==> config.mk <==
export PLATFORM = sky130hd
export DESIGN_NAME = mcycle_unit
export DESIGN_NICKNAME = d
export VERILOG_FILES = /design/src/rtl/mcycle_unit.sv
export SDC_FILE = /design/constraint.sdc
export NUM_CORES = 1
export LEC_CHECK = 0
export CORE_ASPECT_RATIO = 1.2
export CORE_MARGIN = 5
export CORE_UTILIZATION = 30
export CTS_CLUSTER_DIAMETER = 30
export DETAILED_ROUTE_END_ITERATION = 10
export GPL_ROUTABILITY_DRIVEN = 0
export MAX_ROUTING_LAYER = met4
export PLACE_DENSITY_LB_ADDON = 0.3
export SLEW_MARGIN = 40
export SYNTH_ARGS = -nofsm -noshare
export SYNTH_HDL_FRONTEND = slang
export SYNTH_SLANG_ARGS = --single-unit
==> constraint.sdc <==
create_clock -name clk_i -period 8 [get_ports clk_i]
set_input_delay 1.2 -clock clk_i [delete_from_list [all_inputs] [get_ports clk_i]]
set_output_delay 1.2 -clock clk_i [all_outputs]
set_load 0.05 [all_outputs]
==> src/rtl/mcycle_unit.sv <==
// Iterative shift-add multiplier / restoring divider with its own control FSM.
// One operation per Start handshake, fixed WIDTH+1 cycle latency to a Done pulse.
module mcycle_unit #(
    parameter int WIDTH = 32
) (
    input  logic             clk_i,
    input  logic             rst_ni,
    input  logic             start_i,
    input  logic             mcycle_op_i,
    input  logic             signed_i,
    input  logic [WIDTH-1:0] operand1_i,
    input  logic [WIDTH-1:0] operand2_i,
    output logic [WIDTH-1:0] result1_o,
    output logic [WIDTH-1:0] result2_o,
    output logic             busy_o,
    output logic             done_o,
    output logic             div_by_zero_o
);

    localparam int CW = $clog2(WIDTH) + 1;
    localparam logic [CW-1:0] LAST = CW'(WIDTH - 1);

    typedef enum logic [1:0] {IDLE, COMPUTE, FINISH} state_e;

    typedef struct packed {
        logic op;    // 0 = multiply, 1 = divide
        logic sgn;
        logic s1;
        logic s2;
    } ctl_t;

    state_e             state_q, state_d;
    logic [CW-1:0]      count_q, count_d;
    ctl_t               ctl_q, ctl_d;
    logic [WIDTH-1:0]   mag1_q, mag1_d;
    logic [WIDTH-1:0]   mag2_q, mag2_d;
    logic [WIDTH-1:0]   raw1_q, raw1_d;
    logic [2*WIDTH-1:0] acc_q, acc_d;
    logic [WIDTH-1:0]   res1_q, res1_d;
    logic [WIDTH-1:0]   res2_q, res2_d;
    logic               dbz_q, dbz_d;
    logic               done_q, done_d;

    // Multiply: mag1 = multiplicand, mag2 = multiplier shifting right.
    // Divide: mag1 = dividend shifting left into the remainder, mag2 = divisor.
    logic [WIDTH:0]     mul_sum;
    logic [WIDTH:0]     div_rem_sh;
    logic [WIDTH+1:0]   div_trial;
    logic [2*WIDTH-1:0] acc_mul, acc_div, acc_step, prod;
    logic [WIDTH-1:0]   quo, rem;
    logic               neg;
    logic [WIDTH-1:0]   fix_r1, fix_r2;
    logic               fix_dbz;

    always_comb begin
        mul_sum    = {1'b0, acc_q[2*WIDTH-1:WIDTH]} + (mag2_q[0] ? {1'b0, mag1_q} : '0);
        acc_mul    = {mul_sum, acc_q[WIDTH-1:1]};
        div_rem_sh = {acc_q[2*WIDTH-1:WIDTH], mag1_q[WIDTH-1]};
        // Two guard bits: the shifted remainder can exceed WIDTH bits.
        div_trial  = {1'b0, div_rem_sh} - {2'b00, mag2_q};
        if (div_trial[WIDTH+1])
            acc_div = {div_rem_sh[WIDTH-1:0], acc_q[WIDTH-2:0], 1'b0};
        else
            acc_div = {div_trial[WIDTH-1:0], acc_q[WIDTH-2:0], 1'b1};
        acc_step = ctl_q.op ? acc_div : acc_mul;
    end

    // Sign fix-up applied on the last iteration's result.
    always_comb begin
        neg     = ctl_q.sgn && (ctl_q.s1 ^ ctl_q.s2);
        prod    = neg ? -acc_step : acc_step;
        quo     = acc_step[WIDTH-1:0];
        rem     = acc_step[2*WIDTH-1:WIDTH];
        fix_r1  = prod[WIDTH-1:0];
        fix_r2  = prod[2*WIDTH-1:WIDTH];
        fix_dbz = 1'b0;
        if (ctl_q.op) begin
            if (mag2_q == '0) begin
                fix_r1  = '1;
                fix_r2  = raw1_q;
                fix_dbz = 1'b1;
            end else begin
                fix_r1 = neg ? -quo : quo;
                fix_r2 = (ctl_q.sgn && ctl_q.s1) ? -rem : rem;
            end
        end
    end

    always_comb begin
        state_d = state_q;
        count_d = count_q;
        ctl_d   = ctl_q;
        mag1_d  = mag1_q;
        mag2_d  = mag2_q;
        raw1_d  = raw1_q;
        acc_d   = acc_q;
        res1_d  = res1_q;
        res2_d  = res2_q;
        dbz_d   = dbz_q;
        done_d  = 1'b0;
        unique case (state_q)
            IDLE: begin
                if (start_i) begin
                    state_d   = COMPUTE;
                    ctl_d.op  = mcycle_op_i;
                    ctl_d.sgn = signed_i;
                    ctl_d.s1  = operand1_i[WIDTH-1];
                    ctl_d.s2  = operand2_i[WIDTH-1];
                    mag1_d    = (signed_i && operand1_i[WIDTH-1]) ? -operand1_i : operand1_i;
                    mag2_d    = (signed_i && operand2_i[WIDTH-1]) ? -operand2_i : operand2_i;
                    raw1_d    = operand1_i;
                    count_d   = '0;
                    acc_d     = '0;
                end
            end
            COMPUTE: begin
                acc_d   = acc_step;
                mag1_d  = ctl_q.op ? (mag1_q << 1) : mag1_q;
                mag2_d  = ctl_q.op ? mag2_q : (mag2_q >> 1);
                count_d = count_q + CW'(1);
                if (count_q == LAST) begin
                    state_d = FINISH;
                    res1_d  = fix_r1;
                    res2_d  = fix_r2;
                    dbz_d   = fix_dbz;
                    done_d  = 1'b1;
                end
            end
            FINISH:  state_d = IDLE;
            default: state_d = IDLE;
        endcase
    end

    always_ff @(posedge clk_i or negedge rst_ni) begin
        if (!rst_ni) begin
            state_q <= IDLE;
            count_q <= '0;
            ctl_q   <= '0;
            mag1_q  <= '0;
            mag2_q  <= '0;
            raw1_q  <= '0;
            acc_q   <= '0;
            res1_q  <= '0;
            res2_q  <= '0;
            dbz_q   <= 1'b0;
            done_q  <= 1'b0;
        end else begin
            state_q <= state_d;
            count_q <= count_d;
            ctl_q   <= ctl_d;
            mag1_q  <= mag1_d;
            mag2_q  <= mag2_d;
            raw1_q  <= raw1_d;
            acc_q   <= acc_d;
            res1_q  <= res1_d;
            res2_q  <= res2_d;
            dbz_q   <= dbz_d;
            done_q  <= done_d;
        end
    end

    assign busy_o        = rst_ni && ((state_q == IDLE && start_i) || state_q == COMPUTE);
    assign done_o        = done_q;
    assign result1_o     = res1_q;
    assign result2_o     = res2_q;
    assign div_by_zero_o = dbz_q;

endmodule

==> run metrics <==
pin count of the biggest net entering global routing 73; final WL 69,630 um; final period utilization 76.66%; max-cap violations 0; non-filler cells, final 3,308; # setup viols final 0; area fraction of the dominant cell type after synthesis 31.94%; Root Driver clkbuf_16; clock share of power 21.6%; share of flip-flops with an asynchronous set or reset 100.0%; via count of the first global-routing pass 18,225; CP max stage cell o21ai_2; Ys Warns 0; DR pass1 iterations 6; Port Buf Inserts 135; Remaining DRCs 0; Sw Pwr 6.194 mW; commonest non-fill, non-tap cell in the layout nand2_1; most frequent cells in the layout nand2_1 (371), dfrtp_1 (235), o21ai_0 (220), a21oi_1 (204), nor2_1 (176); Critical Path, Cell by Cell ha_1, a21oi_1, o21ai_0, a31oi_1, o211ai_1, o21ai_2, nand3_2, and2_1, inv_2, ha_1, and3_1, and2_1, nand3_1, nor2_1, and2_1, nand2_1, o41ai_1, xor2_1, o21ai_1, o22a_1; Sequential Power Share 19.7%; CTS HTree Levels 2; leakage 9.444 nW; Post-CTS Setup Inserts 0; Worst Setup Path Type reg -> reg; TritonCTS clock tree yes; Most used DFF post-synth dfrtp_1; CP peak stage delay around 0.74 ns; post-synthesis sequential area ratio 31.94%; Die X 237.1 um; ratio of cells with drive above 1 in the final layout around 7.7%; Pwr per Cell Area about 540 mW/mm2; Mapped Nets 2,499; Post-Syn Area per Cell slightly below 8 um2; area leader, netlist dfrtp_1; setup TNS 0 ns; Rows 100; CP required 8.50 ns; Clock Sinks 237; Comb pwr share 58.7%; Max FO, Critical Path 16; Slew @ Worst Pin 0.8783 ns; max-slew violation count 0; Pint roughly 6.2 mW; Final Hold Viols 0; Critical Path End Type flip-flop; Top Ports between 100 and 150; Hold-fix buffers, CTS 0; placed insts ~3,200; Max-Slew Margin vs Limit 41.44%; RSZ-0062 raised after global routing no; Post-Syn Area 0.01857 mm2; Core ar. 0.06168 mm2; iteration-0 DRC count of the detailed router 1,734; Remaining Overflow, GRT 0; DIE AREA 0.06699 mm2; Synth area leaders dfrtp_1 (32%), nand2_1 (7.5%), o21ai_0 (5.9%), a21oi_1 (5.5%), xnor2_1 (4.9%); maximum VDD drop 0.0002241 V; Post-DP HPWL approximately 52,000 um; synth unique cells 94; CTS buffer count slightly above 60; setup ws final 1.867 ns; minimum clock period after layout 6.133 ns; CP startpoint kind flip-flop; Synth Register Bits 237; Vias about 19,000; Hold WC Path Type reg -> reg; Syn Inst Count 2,358; number of enable flip-flop cells after synthesis 0; clock skew 0.04547 ns; CP dominant cell by count and2_1; kind of cell adding the most delay to the critical path compound AO/OA/AOI/OAI gates; initial core utilization a little under a third; PostCTS Resize Cnt 0; wire length per cell approximately 21 um; CP Buf/Inv Count 1; all-layer global routing usage 20.61%; Reg clk slew, reported paths 0.04 ns; Via density 5.646; sw frac between 40% and 50%; WHS 0.4760 ns; clk buf depth 3; Final nets 2,581; ANT nets after route 0; Clk Latency, worst-skew pair 0.63 ns; first-pass GRT wire length 107,100 um; Area Overhead vs Synth 23.54%; Fmax 163.1 MHz; initial antenna violation count 0; Die Y-Extent 282.5 um; status finished clean; CP arrival 6.63 ns; pre-CTS WS 2.115 ns; Antenna Cells 0
==> cells by family (layout without fill, tap and decap cells) <==
group                      count (synthesis)  after routing  synth area share, %
and+or+nand+nor                          848            848                21.23
AOI/OAI and AO/OA                        762            762                26.17
DFF                                      237            237                31.94
buffers and inverters                    207            341                4.380
xor gates and xnor gates                 176            176                8.302
adders and majority gates                 72             72                4.933
muxes                                     56             56                3.033
==> state kept, by name (all words and copies together) (netlist names) <==
name / cells
done_o: 1
ctl_q: 4
mag1_q: 32
raw1_q: 31
acc_q: 64
result2_o: 32
result1_o: 32
state_q: 2
div_by_zero_o: 1
mag2_q: 32
count_q: 6
==> layer usage <==
layer,wire [um],track usage (%),vias up
li1,-,-,8683
met1,28360,25.12,9030
met2,33270,33.85,764
met3,4188,3.101,200
met4,3812,9.489,0
met5,0,-,-
==> stage by stage <==
stage | utilization [%] | power (mW) | cell area, um2
4_1_cts | 37.13 | 12.35 | 22900
5_1_grt | 37.18 | 13.17 | 22940
6_report | 37.18 | 12.42 | 22940
3_5_place_dp | 33.45 | 9.615 | 20630
3_3_place_gp | 33.40 | 9.513 | 20600
2_1_floorplan | - | 7.305 | 18570
==> power groups by stage <==
| stage | sequential [mW] | clock [mW] | combinational (mW) |
|---|---|---|---|
| final | 2.45 | 2.68 | 7.30 |
| after detailed placement | 2.45 | 0 | 7.16 |
| after global routing | 2.50 | 2.78 | 7.89 |
| after global placement | 2.45 | 0 | 7.07 |
| after floorplan | 2.55 | 0 | 4.75 |
| after CTS | 2.44 | 2.72 | 7.20 |
==> cell type report <==
cell class / instances / area (um2)
Clock inverter: 37 / 561.8
Tap cell: 816 / 1021
Inverter: 67 / 251.5
Timing Repair Buffer: 159 / 1551
Sequential cell: 237 / 5936
Multi-Input combinational cell: 1914 / 11900
Clock buffer: 78 / 1712
Fill cell: 6305 / 38750
==> Yosys cell counts, drive strengths merged, types with 12 or more instances <==
cell,count
clkbuf,111
xnor2,103
a22o,17
nor3,50
a21boi,12
and3,13
nand2,374
a31oi,37
and2,53
o211ai,33
nand2b,16
o22a,32
nor2,177
o41ai,16
buf,29
inv,66
xor2,73
a21oi,208
a211oi,18
nor2b,15
or3,26
mux2i,54
ha,70
nor4,24
nand4,28
a21o,24
o21ai,239
nand3,32
dfrtp,237
o31ai,26
==> path summary, 6_finish.rpt <==
kind                                                   to  slack (ns)  cells past startpoint                startpoint
worst max-delay path            result2_o[26]$_DFFE_PN0P_        1.87                     20     acc_q[43]$_DFFE_PN0P_
max in group asynchronous            ctl_q[3]$_DFFE_PN0P_        5.83                      3                    rst_ni
worst min register to register   result2_o[9]$_DFFE_PN0P_        0.48                      1  result2_o[9]$_DFFE_PN0P_
worst min-delay path             result2_o[9]$_DFFE_PN0P_        0.48                      1  result2_o[9]$_DFFE_PN0P_
min in group asynchronous       result1_o[25]$_DFFE_PN0P_        0.54                      1                    rst_ni
worst max register to register  result2_o[26]$_DFFE_PN0P_        1.87                     20     acc_q[43]$_DFFE_PN0P_
Note: power is estimated with default switching activity, not from simulation.
